==> config.mk <==
export PLATFORM = sky130hd
export DESIGN_NAME = latch_dump_sequencer
export DESIGN_NICKNAME = d
export VERILOG_FILES = /design/src/rtl/latch_dump_sequencer_pkg.sv /design/src/rtl/latch_dump_sequencer.sv
export SDC_FILE = /design/constraint.sdc
export NUM_CORES = 1
export LEC_CHECK = 0
export CAP_MARGIN = 10
export CORE_ASPECT_RATIO = 0.5
export CORE_MARGIN = 2
export CORE_UTILIZATION = 40
export CTS_CLUSTER_SIZE = 25
export DETAILED_ROUTE_END_ITERATION = 10
export PLACE_DENSITY_LB_ADDON = 0.25
export SLEW_MARGIN = 10
export SYNTH_ARGS = -nofsm -noshare
export SYNTH_HDL_FRONTEND = slang
export SYNTH_SLANG_ARGS = --single-unit
==> constraint.sdc <==
create_clock -name clk -period 3.3 [get_ports clk]
set_input_delay 0.825 -clock clk [delete_from_list [all_inputs] [get_ports clk]]
set_output_delay 0.825 -clock clk [all_outputs]
set_load 0.005 [all_outputs]
==> src/rtl/latch_dump_sequencer_pkg.sv <==
// Shared debug package: dump-sequencer state encoding and the frame-start
// marker, reused by the loader and the UART-side debug blocks.
package latch_dump_sequencer_pkg;

  // Sequencer states
  localparam logic [1:0] ST_IDLE      = 2'd0;
  localparam logic [1:0] ST_SEND      = 2'd1;
  localparam logic [1:0] ST_WAIT_DONE = 2'd2;
  localparam logic [1:0] ST_FINISH    = 2'd3;

  // Marker byte that opens every dump frame
  localparam logic [7:0] DEFAULT_HEADER_BYTE = 8'hA5;

  // Width of a byte index that must reach nb_bytes without wrapping
  function automatic int idx_width(input int nb_bytes);
    return (nb_bytes < 1) ? 1 : $clog2(nb_bytes + 1);
  endfunction

endpackage

==> src/rtl/latch_dump_sequencer.sv <==
// Latch dump sequencer: on a start request, freezes a snapshot of the
// pipeline registers and streams it to a UART transmitter as a header byte
// followed by the snapshot bytes, LSB byte first. While the frame is in
// flight it asks for the MIPS clock to be held.
module latch_dump_sequencer
  import latch_dump_sequencer_pkg::*;
#(
  parameter int                       NBIT_DATA_LEN = 8,
  parameter int                       NB_DUMP_BYTES = 16,
  parameter logic [NBIT_DATA_LEN-1:0] HEADER_BYTE   = DEFAULT_HEADER_BYTE
) (
  input  logic                                    clk,
  input  logic                                    reset,
  input  logic                                    start,
  input  logic [NB_DUMP_BYTES*NBIT_DATA_LEN-1:0] snapshot_in,
  input  logic                                    tx_done_tick,
  output logic                                    tx_start,
  output logic [NBIT_DATA_LEN-1:0]                data_out,
  output logic                                    busy,
  output logic                                    hold_mips,
  output logic                                    done
);

  localparam int                IDX_W    = idx_width(NB_DUMP_BYTES);
  localparam int                SNAP_W   = NB_DUMP_BYTES * NBIT_DATA_LEN;
  localparam logic [IDX_W-1:0]  LAST_IDX = IDX_W'(NB_DUMP_BYTES);

  logic [1:0]               r_state;
  logic [IDX_W-1:0]         r_index;
  logic [SNAP_W-1:0]        r_shadow;
  logic [NBIT_DATA_LEN-1:0] r_data;

  logic [NBIT_DATA_LEN-1:0] w_next_byte;

  // Payload byte addressed by the current index; only consumed while the
  // index is still below NB_DUMP_BYTES, so it never reads past the shadow.
  assign w_next_byte = r_shadow[int'(r_index) * NBIT_DATA_LEN +: NBIT_DATA_LEN];

  // Frame sequencing: capture, send one byte, wait for the UART, repeat
  always_ff @(posedge clk) begin
    // NOTE: all state here uses non-blocking assignments so every register
    // samples the pre-edge values and the order of statements is irrelevant.
    if (reset) begin
      r_state  <= ST_IDLE;
      r_index  <= '0;
      r_shadow <= '0;
      r_data   <= '0;
    end else begin
      case (r_state)
        ST_IDLE: begin
          if (start) begin
            r_shadow <= snapshot_in;
            r_index  <= '0;
            r_data   <= HEADER_BYTE;
            r_state  <= ST_SEND;
          end
        end
        ST_SEND: begin
          r_state <= ST_WAIT_DONE;
        end
        ST_WAIT_DONE: begin
          if (tx_done_tick) begin
            if (r_index < LAST_IDX) begin
              r_data  <= w_next_byte;
              r_index <= r_index + 1'b1;
              r_state <= ST_SEND;
            end else begin
              r_state <= ST_FINISH;
            end
          end
        end
        ST_FINISH: begin
          r_state <= ST_IDLE;
        end
        default: begin
          r_state <= ST_IDLE;
        end
      endcase
    end
  end

  // Outputs decode registered state only, so no input reaches an output
  // combinationally.
  assign tx_start  = (r_state == ST_SEND);
  assign done      = (r_state == ST_FINISH);
  assign busy      = (r_state != ST_IDLE);
  assign hold_mips = (r_state != ST_IDLE);
  assign data_out  = r_data;

endmodule

==> results.json <==
{
  "status": "complete, no violations",
  "grt_pass1_wl_um": 25400,
  "clockBufferDepth": 2,
  "reg2reg_depth": 5,
  "num_rows": 31,
  "ys.flop_type": "dfxtp_1",
  "design_area_um2": 8220,
  "ys_types": 33,
  "cp.required_ns": 2.47,
  "synth_enable_flop_cells": 0,
  "htree_levels": 4,
  "cts_sinks": 143,
  "fin_skew_ns": 0.00888,
  "synth.most_common_cell": "nand2_1",
  "dpl.hpwl_um": 11300,
  "place_area_um2": 7550,
  "drv_slew": 0,
  "rr_endpoint": "data_out[6]",
  "ys_seq_area_share_pct": 47.6,
  "worstReg2RegStart": "r_index[1]",
  "rrSetupSlack_ns": 0.93,
  "syn_area_um2": 6010,
  "fin_crit_sh_pct": 75.0,
  "ys_top_cells_by_count": "nand2_1, dfxtp_1, a21oi_1, clkbuf_1, mux4_2",
  "diodes": 0,
  "syn_area_per_cell_um2": 8.57,
  "drt-vias-per-instance": 5.06,
  "clk_pin_slew_worst_paths_ns": 0.06,
  "clock.fmax_mhz": 404,
  "use_met2_pct": 31.1,
  "worstPathArrival_ns": 1.65,
  "postCtsSetupBuffers": 0,
  "wl_per_cell_um": 15.7,
  "die_w_um": 177,
  "slew_headroom_pct": 47.3,
  "worst_slew_pin_slew_ns": 0.790,
  "overflow": 0,
  "vdd_ir_drop_max_mv": 0.373,
  "start_util_pct": 41.2,
  "totalWireLength_um": 16200,
  "cap_violations": 0,
  "gp_congestion": 0.874,
  "design.core.area_um2": 14600,
  "path_class": "reg2out",
  "syn_nets": 835,
  "layout-drive-gt1-share_pct": 9.17,
  "end_kind": "output port",
  "yosysTopAreaCellShare_pct": 47.6,
  "grt_use_met1_pct": 29.4,
  "yosys_warnings": 0,
  "root_buffer": "clkbuf_16",
  "synthTopCellsByArea": "dfxtp_1, nand2_1, a21oi_1",
  "antenna_found_initial": 0,
  "critPathLaunchType": "flip-flop",
  "nets": 949,
  "cp_max_fo": 9,
  "grt_pass1_vias": 5018,
  "portBuffers": 143,
  "post_cts_resized": 0,
  "clock_latency_ns": 0.41,
  "finalCriticalPeriod_ns": 2.48,
  "busiest_layer": "met2",
  "synth_seq_cells": 143,
  "syn_inst": 702,
  "die_h_um": 90.7,
  "drtPass1Iterations": 4,
  "synthArstFlopShare_pct": 0,
  "fp.dieArea_um2": 16100,
  "vias": 5194,
  "endpoint": "busy",
  "cts_tree": "yes",
  "rsz0062_at_grt": "false",
  "hold_violations": 0,
  "ctsHoldBuffers": 0,
  "setup_tns_ns": 0,
  "antenna_left": 0,
  "finalSetupViolCount": 0,
  "syn2layout_area_growth_pct": 36.7,
  "powerDensity_nw_per_um2": 560,
  "pin_count": 144,
  "worst_setup_path_startpoint": "r_state[1]",
  "grtUsageMet3_pct": 4.67,
  "grt_usage_pct": 20.5,
  "drt_iter0_drc": 286,
  "cts_buffers": 17,
  "synth_top_cell_by_area": "dfxtp_1",
  "p_leak_nw": 3.02,
  "grt_max_degree": 95,
  "min-delay-path-class": "reg2reg",
  "post-route-drc-count": 0,
  "postLayoutCoreUtil_pct": 56.4
}
worst min-delay path by stage:
stage,slack [ns],end,from,cells past startpoint
final,0.45,r_shadow[111],r_shadow[111],2
after global routing,0.47,r_shadow[111],r_shadow[111],2
after global placement,0.44,r_shadow[64],r_shadow[64],2
after detailed placement,0.44,r_shadow[111],r_shadow[111],2
after floorplan,0.43,r_shadow[17],r_shadow[17],2
after CTS,0.45,r_shadow[111],r_shadow[111],2
flip-flops by register name, summed over array words and instances (netlist names):
register and count:
r_shadow 128, r_index 5, r_state 2, data_out 8
kinds of logic (layout without fill, tap and decap cells):
kind of cell | after synthesis | in the layout | share of synthesized area [%]
AND/OR/NAND/NOR | 304 | 304 | 20.5
multiplexers | 41 | 41 | 13.5
AO/OA/AOI/OAI | 150 | 150 | 13.3
flip-flops | 143 | 143 | 47.6
adder cells (fa/ha/maj) | 1 | 1 | 0.208
XOR/XNOR | 2 | 2 | 0.291
buffers and inverters | 61 | 188 | 4.58
layout make-up:
class	instances	area [um2]
fillers	1356	6360
multi-input cells	498	2890
flip-flops and latches	143	2860
repair buffers	154	1550
clock buffers	19	433
well taps	198	248
clock inverters	13	235
inverters	2	7.51
placed cells by master, fill, tap and decap left out, types with 4 or more instances in the layout:
master,count
mux2_2,5
mux4_2,24
mux2i_1,6
dfxtp_1,142
mux4_1,6
clkdlybuf4s50_1,142
o22ai_1,5
clkbuf_16,17
nand2b_1,5
nor2_1,12
nor4_1,4
nand2_1,258
and2_1,4
bufinv_16,6
nor3_1,5
nor2b_1,7
buf_4,9
a211oi_1,6
a21oi_1,131
critical path, cell delays in order (launching register included):
cell and delay (ns):
dfxtp_1 0.39, nor2_1 0.29, inv_1 0.10, clkdlybuf4s50_1 0.46
routing by layer:
layer  routed length, um  part of all wire (%)  up-vias
met1                7810                    48     2466
met5                   0                     0        -
met4                 158                  0.98        0
li1                    -                     -     2596
met2                7250                    45      121
met3                 950                   5.9       11
where the power goes:
| part | internal [W] | switching (W) | total (W) |
|---|---|---|---|
| Clock | 0.00142 | 0.000737 | 0.00216 |
| Combinational | 0.000285 | 0.000257 | 0.000542 |
| Sequential | 0.00184 | 0.0000618 | 0.00190 |
stage by stage:
step	worst slack (ns)	total power, W	instances	hold WS (ns)
after floorplan	1.39	0.00220	702	0.432
after global placement	0.705	0.00247	995	0.439
after detailed placement	0.694	0.00248	995	0.444
after CTS	0.810	0.00463	1027	0.451
after global routing	0.702	0.00477	1027	0.465
final	0.824	0.00460	1027	0.451
(Power assumes the default switching activity.)
